**config.mk**
```make
export PLATFORM = sky130hd
export DESIGN_NAME = shift_arbiter_flat
export DESIGN_NICKNAME = d
export VERILOG_FILES = /design/src/rtl/shift_arbiter_if.sv /design/src/rtl/shift_arbiter.sv /design/src/flat_wrapper.sv
export SDC_FILE = /design/constraint.sdc
export NUM_CORES = 1
export LEC_CHECK = 0
export ABC_AREA = 1
export CAP_MARGIN = 20
export CORE_MARGIN = 5
export CORE_UTILIZATION = 28
export DETAILED_ROUTE_END_ITERATION = 7
export PLACE_DENSITY = 0.78
export SLEW_MARGIN = 10
export SYNTH_ARGS = -nofsm -noshare
export SYNTH_HDL_FRONTEND = slang
export SYNTH_SLANG_ARGS = --single-unit
```
**constraint.sdc**
```tcl
create_clock -name clk -period 1.9 [get_ports clk]
set_input_delay 0.38 -clock clk [delete_from_list [all_inputs] [get_ports clk]]
set_output_delay 0.38 -clock clk [all_outputs]
set_load 0.1 [all_outputs]
```
**src/rtl/shift_arbiter_if.sv**
```systemverilog
// shift_arbiter_if: bundles the requester, shifter and response signals of
// shift_arbiter.
//   a_* / b_*   : requester A / B request channel (valid/ready + fields)
//   sh_*        : drive to / result from the external SHIFT32 shifter
//   resp_*      : single-entry output buffer with valid/ready and requester ID
// Modports: slave = the arbiter, master = its environment (requesters,
// shifter, consumer).
interface shift_arbiter_if #(
  parameter int unsigned WIDTH = 32
);
  logic             a_valid;
  logic             a_ready;
  logic [WIDTH-1:0] a_operand;
  logic [31:0]      a_shift;
  logic             a_left;

  logic             b_valid;
  logic             b_ready;
  logic [WIDTH-1:0] b_operand;
  logic [31:0]      b_shift;
  logic             b_left;

  logic [WIDTH-1:0] sh_operand;
  logic [31:0]      sh_shift;
  logic             sh_left;
  logic [WIDTH-1:0] sh_result;

  logic             resp_valid;
  logic             resp_ready;
  logic [WIDTH-1:0] resp_data;
  logic             resp_id;

  modport slave (
    input  a_valid, a_operand, a_shift, a_left,
    output a_ready,
    input  b_valid, b_operand, b_shift, b_left,
    output b_ready,
    output sh_operand, sh_shift, sh_left,
    input  sh_result,
    output resp_valid, resp_data, resp_id,
    input  resp_ready
  );

  modport master (
    output a_valid, a_operand, a_shift, a_left,
    input  a_ready,
    output b_valid, b_operand, b_shift, b_left,
    input  b_ready,
    input  sh_operand, sh_shift, sh_left,
    output sh_result,
    input  resp_valid, resp_data, resp_id,
    output resp_ready
  );
endinterface

```
**src/rtl/shift_arbiter.sv**
```systemverilog
// shift_arbiter: round-robin sharing of one external combinational SHIFT32
// barrel shifter between requesters A and B. The granted request drives the
// shifter through bus.sh_*, out-of-range shift amounts force a zero result,
// and the result is registered into a single-entry output buffer tagged with
// the requester ID (0 = A, 1 = B).
// Ports:
//   clk    : rising-edge clock
//   rst_n  : asynchronous active-low reset
//   bus    : shift_arbiter_if.slave (request, shifter and response channels)
// Optional (macro SHIFT_ARB_STATS_EN defined):
//   stat_a_cnt / stat_b_cnt : wrapping 16-bit grant counters for A / B
//   stat_stall_cnt          : wrapping 16-bit count of cycles with a request
//                             pending while the output buffer is blocked
module shift_arbiter #(
  parameter int unsigned WIDTH      = 32,
  parameter int unsigned SHAMT_BITS = 5
) (
  input  logic                 clk,
  input  logic                 rst_n,
  shift_arbiter_if.slave       bus
`ifdef SHIFT_ARB_STATS_EN
  ,
  output logic [15:0]          stat_a_cnt,
  output logic [15:0]          stat_b_cnt,
  output logic [15:0]          stat_stall_cnt
`endif
);

  typedef enum logic {
    S_EMPTY = 1'b0,
    S_FULL  = 1'b1
  } state_t;

  state_t           r_state;
  state_t           w_state_nxt;
  logic             r_last_grant;   // 0 = A, 1 = B
  logic [WIDTH-1:0] r_data;
  logic             r_id;

  logic             w_can_accept;
  logic             w_gnt_a;
  logic             w_gnt_b;
  logic             w_out_of_range;
  logic [WIDTH-1:0] w_capture;

  always_ff @(posedge clk or negedge rst_n) begin
    if (!rst_n) r_state <= S_EMPTY;
    else        r_state <= w_state_nxt;
  end

  // Arbitration and buffer state. rst_n gates the grants so both ready
  // outputs stay low while reset is held.
  always_comb begin
    w_state_nxt  = r_state;
    w_can_accept = (r_state == S_EMPTY) || bus.resp_ready;
    w_gnt_a      = 1'b0;
    w_gnt_b      = 1'b0;
    if (rst_n && w_can_accept) begin
      if (bus.a_valid && bus.b_valid) begin
        w_gnt_a = r_last_grant;
        w_gnt_b = !r_last_grant;
      end else begin
        w_gnt_a = bus.a_valid;
        w_gnt_b = bus.b_valid;
      end
    end
    if (w_gnt_a || w_gnt_b)
      w_state_nxt = S_FULL;
    else if (r_state == S_FULL && bus.resp_ready)
      w_state_nxt = S_EMPTY;
  end

  // A's fields are the idle default so the shifter input is never X.
  always_comb begin
    bus.sh_operand = bus.a_operand;
    bus.sh_shift   = bus.a_shift;
    bus.sh_left    = bus.a_left;
    if (w_gnt_b) begin
      bus.sh_operand = bus.b_operand;
      bus.sh_shift   = bus.b_shift;
      bus.sh_left    = bus.b_left;
    end
  end

  assign w_out_of_range = |bus.sh_shift[31:SHAMT_BITS];
  assign w_capture      = w_out_of_range ? '0 : bus.sh_result;

  always_ff @(posedge clk or negedge rst_n) begin
    if (!rst_n) begin
      r_data       <= '0;
      r_id         <= 1'b0;
      r_last_grant <= 1'b1;
    end else if (w_gnt_a || w_gnt_b) begin
      r_data       <= w_capture;
      r_id         <= w_gnt_b;
      r_last_grant <= w_gnt_b;
    end
  end

  assign bus.a_ready    = w_gnt_a;
  assign bus.b_ready    = w_gnt_b;
  assign bus.resp_valid = (r_state == S_FULL);
  assign bus.resp_data  = r_data;
  assign bus.resp_id    = r_id;

`ifdef SHIFT_ARB_STATS_EN
  logic [15:0] r_stat_a;
  logic [15:0] r_stat_b;
  logic [15:0] r_stat_stall;

  always_ff @(posedge clk or negedge rst_n) begin
    if (!rst_n) begin
      r_stat_a     <= '0;
      r_stat_b     <= '0;
      r_stat_stall <= '0;
    end else begin
      if (w_gnt_a) r_stat_a <= r_stat_a + 16'd1;
      if (w_gnt_b) r_stat_b <= r_stat_b + 16'd1;
      if ((bus.a_valid || bus.b_valid) && !w_can_accept)
        r_stat_stall <= r_stat_stall + 16'd1;
    end
  end

  assign stat_a_cnt     = r_stat_a;
  assign stat_b_cnt     = r_stat_b;
  assign stat_stall_cnt = r_stat_stall;
`endif

endmodule

```
**src/flat_wrapper.sv**
```systemverilog
// flat-port wrapper written by rule: the top's interface ports become plain ports
module shift_arbiter_flat 
#(
  parameter int unsigned WIDTH      = 32,
  parameter int unsigned SHAMT_BITS = 5
)
  (clk, rst_n, bus_a_valid, bus_a_operand, bus_a_shift, bus_a_left, bus_a_ready, bus_b_valid, bus_b_operand, bus_b_shift, bus_b_left, bus_b_ready, bus_sh_operand, bus_sh_shift, bus_sh_left, bus_sh_result, bus_resp_valid, bus_resp_data, bus_resp_id, bus_resp_ready);
  shift_arbiter_if #(.WIDTH(WIDTH)) bus_i ();
  input  logic clk;
  input  logic rst_n;
  input wire logic [$bits(bus_i.a_valid)-1:0] bus_a_valid;
  input wire logic [$bits(bus_i.a_operand)-1:0] bus_a_operand;
  input wire logic [$bits(bus_i.a_shift)-1:0] bus_a_shift;
  input wire logic [$bits(bus_i.a_left)-1:0] bus_a_left;
  output wire logic [$bits(bus_i.a_ready)-1:0] bus_a_ready;
  input wire logic [$bits(bus_i.b_valid)-1:0] bus_b_valid;
  input wire logic [$bits(bus_i.b_operand)-1:0] bus_b_operand;
  input wire logic [$bits(bus_i.b_shift)-1:0] bus_b_shift;
  input wire logic [$bits(bus_i.b_left)-1:0] bus_b_left;
  output wire logic [$bits(bus_i.b_ready)-1:0] bus_b_ready;
  output wire logic [$bits(bus_i.sh_operand)-1:0] bus_sh_operand;
  output wire logic [$bits(bus_i.sh_shift)-1:0] bus_sh_shift;
  output wire logic [$bits(bus_i.sh_left)-1:0] bus_sh_left;
  input wire logic [$bits(bus_i.sh_result)-1:0] bus_sh_result;
  output wire logic [$bits(bus_i.resp_valid)-1:0] bus_resp_valid;
  output wire logic [$bits(bus_i.resp_data)-1:0] bus_resp_data;
  output wire logic [$bits(bus_i.resp_id)-1:0] bus_resp_id;
  input wire logic [$bits(bus_i.resp_ready)-1:0] bus_resp_ready;
  assign bus_i.a_valid = bus_a_valid;
  assign bus_i.a_operand = bus_a_operand;
  assign bus_i.a_shift = bus_a_shift;
  assign bus_i.a_left = bus_a_left;
  assign bus_a_ready = bus_i.a_ready;
  assign bus_i.b_valid = bus_b_valid;
  assign bus_i.b_operand = bus_b_operand;
  assign bus_i.b_shift = bus_b_shift;
  assign bus_i.b_left = bus_b_left;
  assign bus_b_ready = bus_i.b_ready;
  assign bus_sh_operand = bus_i.sh_operand;
  assign bus_sh_shift = bus_i.sh_shift;
  assign bus_sh_left = bus_i.sh_left;
  assign bus_i.sh_result = bus_sh_result;
  assign bus_resp_valid = bus_i.resp_valid;
  assign bus_resp_data = bus_i.resp_data;
  assign bus_resp_id = bus_i.resp_id;
  assign bus_i.resp_ready = bus_resp_ready;
  shift_arbiter #(.WIDTH(WIDTH), .SHAMT_BITS(SHAMT_BITS)) u_core (.clk(clk), .rst_n(rst_n), .bus(bus_i));
endmodule
```
==> results of run 1 <==
## kinds of logic (layout without fill, tap and decap cells)
group                  after synthesis  after routing  synth area share
flip-flops                          35             35             0.304
buffers and inverters              121            435             0.176
AO/OA/AOI/OAI                        8              8            0.0230
AND/OR/NAND/NOR                    346            346             0.497
## sequential cells by signal (all words and copies together), names as in the netlist
name and cells:
u_core.bus.resp_data 32, u_core.bus.resp_valid 1, u_core.r_last_grant 1, u_core.bus.resp_id 1
## worst reg2reg max path, cell delays in order, from the launching register on
cell and delay (ns):
dfrtp_4 0.50, a21oi_4 0.19, buf_4 0.16, buf_12 0.13, nand3_1 0.12, nand2_1 0.14, nand2_1 0.09, nor2_1 0.12
nand2_1 0.11, nor2_4 0.19, buf_4 0.15, buf_12 0.12, nand3_1 0.12, nand2_1 0.10
## repair_timing
item	in CTS	in global routing
endpoints found under the setup margin	99	100
resized for setup	114	90
gates cloned	3	8
setup buffers	10	6
pin swaps	7	25
## area by class of cell
| type | count | area [µm²] |
|---|---|---|
| Multi-Input combinational cell | 354 | 2990 |
| Sequential cell | 35 | 881 |
| Clock buffer | 6 | 82.6 |
| Clock inverter | 1 | 5.00 |
| Fill cell | 470 | 1370 |
| Timing Repair Buffer | 335 | 4230 |
| Tap cell | 136 | 170 |
| Inverter | 93 | 454 |
## metrics by stage
stage | area (µm²) | setup TNS (ns)
finish | 8810 | -29.16
global route | 8810 | -36.60
CTS | 8110 | -23.62
detailed placement | 7460 | -42.59
global placement | 7460 | -42.63
floorplan | 3770 | -21.77
## synth_stat cells, types with 2 or more instances
cell / instances / area share
inv_1: 91 / 0.12
dfrtp_1: 34 / 0.30
nand2_1: 248 / 0.32
inv_2: 2 / 0.0026
nand3b_1: 21 / 0.055
nand3_1: 35 / 0.061
nor2_1: 39 / 0.051
a21oi_4: 2 / 0.011
buf_6: 3 / 0.012
clkbuf_1: 8 / 0.010
o21ai_1: 3 / 0.0052
buf_2: 12 / 0.021
buf_4: 4 / 0.010
## routing by layer
metal  up-vias  global-route usage  share of wire
met5         -                   0              0
met4         0              0.0697          0.050
met3        74              0.0750          0.082
met2       280               0.516           0.54
met1      2210               0.249           0.33
li1       2115                   -              -
## final timing paths
kind	from	endpoint	slack, ns	depth (start not counted)
worst max-delay path	u_core.r_last_grant	bus_sh_shift[5]	-0.38	8
worst min-delay path	rst_n	u_core.bus.resp_data[31]	0.17	2
worst max register to register	u_core.bus.resp_valid	u_core.bus.resp_data[13]	-0.37	13
worst min register to register	u_core.bus.resp_data[15]	u_core.bus.resp_data[15]	0.48	2
max in group asynchronous	rst_n	u_core.bus.resp_valid	1.36	2
min in group clk	u_core.bus.resp_data[15]	u_core.bus.resp_data[15]	0.48	2
## power breakdown
group | internal (µW) | switching [µW]
sequential | 770 | 18.9
combinational | 1550 | 2350
clock | 284 | 257
==> results.cfg, run 1 <==
[status]
status = complete, but fails checks
violations = setup timing

[timing]
skew_ns = 0.00909
drv_slew = 0
maxSlewHeadroom = 0.701
max_freq_mhz = 438
setup_violations = 99
hold_violations = 0
fin_crit_ns = 2.28
timing.hold.ws_ns = 0.174
rsz0062_at_grt = true
min_period_over_period = 1.20
setup_slack_ns = -0.385
worstMarginPinSlew_ns = 0.448

[die]
die-area_mm2 = 0.0124
start_util = 0.283
io_pins = 268
die_w_um = 111
die_h_um = 111
design.core.area_mm2 = 0.0102
fp-row-count = 37

[clock_tree]
cts_tree = done
clock-sinks = 35
clockBufferDepth = 2
clk_latency_ns = 0.28
cts_made_buffers = 5
root_buffer = clkbuf_8
cts-hold-fix-buffers = 0
cts_max_level = 2
clkTransAtPathRegs_ns = 0.07

[detailed_routing]
post_drt_wl_per_cell_um = 21.2
drt_iter0_drc = 351
drc = 0
ant_nets = 0
via_per_inst = 4.87
drt_wl_total_um = 20400
num_vias = 4679
first_pass_iters = 5

[layout]
fin_util = 0.865
fin_cells = 960
antennaDiodeCount = 0
final_common_cell = clkdlybuf4s50_1
layout_common_cells = 162 x clkdlybuf4s50_1, 109 x nand2_1, 82 x buf_12, 70 x nand2_8, 63 x inv_1
fin_nets = 991
layout-drive-gt1-share = 0.436
syn2layout_area_growth_pct = 206

[critical_path]
worstPathMaxFanout = 8
cp_cell_sequence = a21oi_4, nand2_4, buf_12, nand2_2, o21ai_4, buf_6, clkinvlp_4, buf_12
arrival_ns = 1.90
endpoint_kind = primary output
max_stage_delay_ns = 0.56
cp_top_family = buffers and inverters
start_kind = flop
cp.required_ns = 1.52
critPathBufInv = 4
critical-path-slowest-cell = dfstp_2
cpMostUsedCell = buf_12
crit_type = flop to primary output

[min_path]
hold_class = primary input to async pin

[yosys]
avgSynthCellArea_um2 = 5.65
ys_seq_elements = 35
yosys_warnings = 0
synth.net_count = 677
synthesis.area_mm2 = 0.00288
synthCells = 510
ys_types = 21
ys_seq_area_frac = 0.304
synth-edff-count = 0
synthArstFlopShare = 1.00
synth-main-ff-cell = dfrtp_1

[power]
ir_drop_mv = 0.459
p_leak_uw = 0.00413
total_power_uw = 5230
p_per_area_mw_per_mm2 = 593

[global_routing]
antenna_found_initial = 0
grt_start_max_net_pins = 66
grt_pass1_wl_um = 25400
grt_overflow_total = 0
first_global_vias = 4688
track_usage = 0.256

[place]
finalWeightedCongestion = 0.820
dpl.cell_count = 927
post-place-ws_ns = -0.519
io_buffer_count = 267
dpl.hpwl_um = 11800

[flow_run]
maxCapViolations = 0
(Power assumes the default switching activity.)
==> run 2: changes to the inputs <==
- HOLD_SLACK_MARGIN: default -> 0.03
- SKIP_CTS_REPAIR_TIMING: default -> 1
==> run 2 against run 1 <==
The flow still finishes with violations (setup timing); clock skew down 0.0045 ns; utilization fell by 2.6 points; sequential share of layout area up 0.31 points; highest routed layer is now met5; non-clock buffer count shrank 14; count of clock-buffer cells in the layout unchanged; sequential power about the same; maximum frequency fell by 1.1%; routed wire length is 13% lower; combinational power is 3% lower; sequential cell count unchanged; worst setup slack got worse by 0.025 ns; final cell count is 1.5% lower.
==> results.cfg, run 2 (synthesis results as in run 1) <==
[status]
status = complete, but fails checks
violations = setup timing

[timing]
max_freq_mhz = 433
rsz0062_at_grt = true
fin_crit_ns = 2.31
timing.hold.ws_ns = 0.162
min_period_over_period = 1.22
setup_violations = 99
hold_violations = 0
skew_ns = 0.00456
worstMarginPinSlew_ns = 0.451
maxSlewHeadroom = 0.700
drv_slew = 0
setup_slack_ns = -0.409

[die]
die-area_mm2 = 0.0124
design.core.area_mm2 = 0.0102
fp-row-count = 37
io_pins = 268
start_util = 0.283
die_h_um = 111
die_w_um = 111

[critical_path]
ff2ff_setup_slack_ns = -0.28
worstPathMaxFanout = 10
endpoint_kind = primary output
crit_type = flop to primary output
r2r-start = u_core.bus.resp_valid
start_kind = flop
crit_path_end = bus_sh_operand[1]
arrival_ns = 1.93
critPathLaunch = u_core.bus.resp_valid
ff2ff_path_depth = 11
cp.required_ns = 1.52
r2r_end = u_core.bus.resp_data[11]

[clock_tree]
cts_tree = done
root_buffer = clkbuf_8
clock-sinks = 35
clkTransAtPathRegs_ns = 0.07
clockBufferDepth = 2
cts_made_buffers = 5
clk_latency_ns = 0.28
cts_max_level = 2

[place]
post-place-ws_ns = -0.519
io_buffer_count = 267
dpl.cell_count = 927
dpl.hpwl_um = 11800
placed_area_mm2 = 0.00746
finalWeightedCongestion = 0.820

[layout]
final_area_mm2 = 0.00855
fin_nets = 977
final_common_cell = clkdlybuf4s50_1
fin_cells = 946
layout_common_cells = 162 x clkdlybuf4s50_1, 92 x nand2_1, 81 x buf_12, 63 x inv_1, 62 x nand2_4
largest_reg_flops = 32
syn2layout_area_growth_pct = 197
fin_util = 0.840
multi_input_area_mm2 = 0.00291
fillCellCount = 512
layout-drive-gt1-share = 0.447
seq_area_um2 = 881
antennaDiodeCount = 0

[power]
share_seq_of_total_power = 0.154
p_comb_frac = 0.740
p_per_area_mw_per_mm2 = 596
ir_drop_mv = 0.458
clkPwrFrac = 0.106
p_sw_uw = 2530
switching_share = 0.498
p_int_uw = 2560
p_leak_uw = 0.00399

[detailed_routing]
wl_met3_um = 1460
highest_layer = met5
drt_iter0_drc = 270
drc = 0
num_vias = 4404
drt-met1-wl_um = 5560
via_per_inst = 4.66
drt_wl_total_um = 17700
route.met2.wl_um = 9960
first_pass_iters = 4
post_drt_wl_per_cell_um = 18.7
ant_nets = 0

[flow_run]
maxCapViolations = 0

[global_routing]
first_global_vias = 4351
track_usage = 0.215
antenna_found_initial = 1
grt_start_max_net_pins = 66
grt_pass1_wl_um = 21800
grt_overflow_total = 0

[min_path]
hold_class = primary input to async pin
## run 2: worst min path at each step
stage	start	cells after the start	end
after CTS	rst_n	2	u_core.bus.resp_data[2]
after global placement	u_core.bus.resp_data[14]	2	u_core.bus.resp_data[14]
after detailed placement	u_core.bus.resp_data[15]	2	u_core.bus.resp_data[15]
after global routing	rst_n	2	u_core.bus.resp_data[1]
after floorplan	rst_n	0	u_core.bus.resp_data[0]
final	rst_n	2	u_core.bus.resp_data[3]
## run 2: through the flow
stage / setup TNS [ns] / power (µW)
2_1_floorplan: -21.77 / 2780
3_3_place_gp: -42.63 / 4090
3_5_place_dp: -42.59 / 4130
4_1_cts: -33.75 / 4680
5_1_grt: -38.33 / 5260
6_report: -31.26 / 5090
## run 2: layout make-up
type,instances,area share
clock buffers,6,0.00966
well taps,136,0.0199
inverters,93,0.0528
clock inverters,1,0.000585
multi-input cells,354,0.340
flip-flops and latches,35,0.103
repair buffers,321,0.474
## run 2: layer usage
layer	track usage	up-vias
met3	0.0712	47
li1	-	2080
met5	0	-
met1	0.215	2069
met4	0.0633	2
met2	0.417	206
## run 2: worst max-delay path, cell delays in order, from the launching register on
cell	delay [ns]
dfrtp_4	0.50
a21oi_4	0.26
nand2_8	0.16
inv_6	0.13
buf_6	0.16
nand2_1	0.16
nand2_8	0.10
buf_12	0.16
## run 2: power groups by stage
stage / combinational [µW] / clock [µW] / sequential, µW
3_5_place_dp: 3330 / 0 / 799
4_1_cts: 3340 / 554 / 786
5_1_grt: 3890 / 585 / 788
6_report: 3770 / 537 / 787
3_3_place_gp: 3290 / 0 / 799
2_1_floorplan: 1900 / 0 / 874
==> run 3: changes to the inputs <==
- CAP_MARGIN: 20 -> default
==> results of run 3 <==
Same layout as run 2: the final DEF is identical, and so are final timing and power.
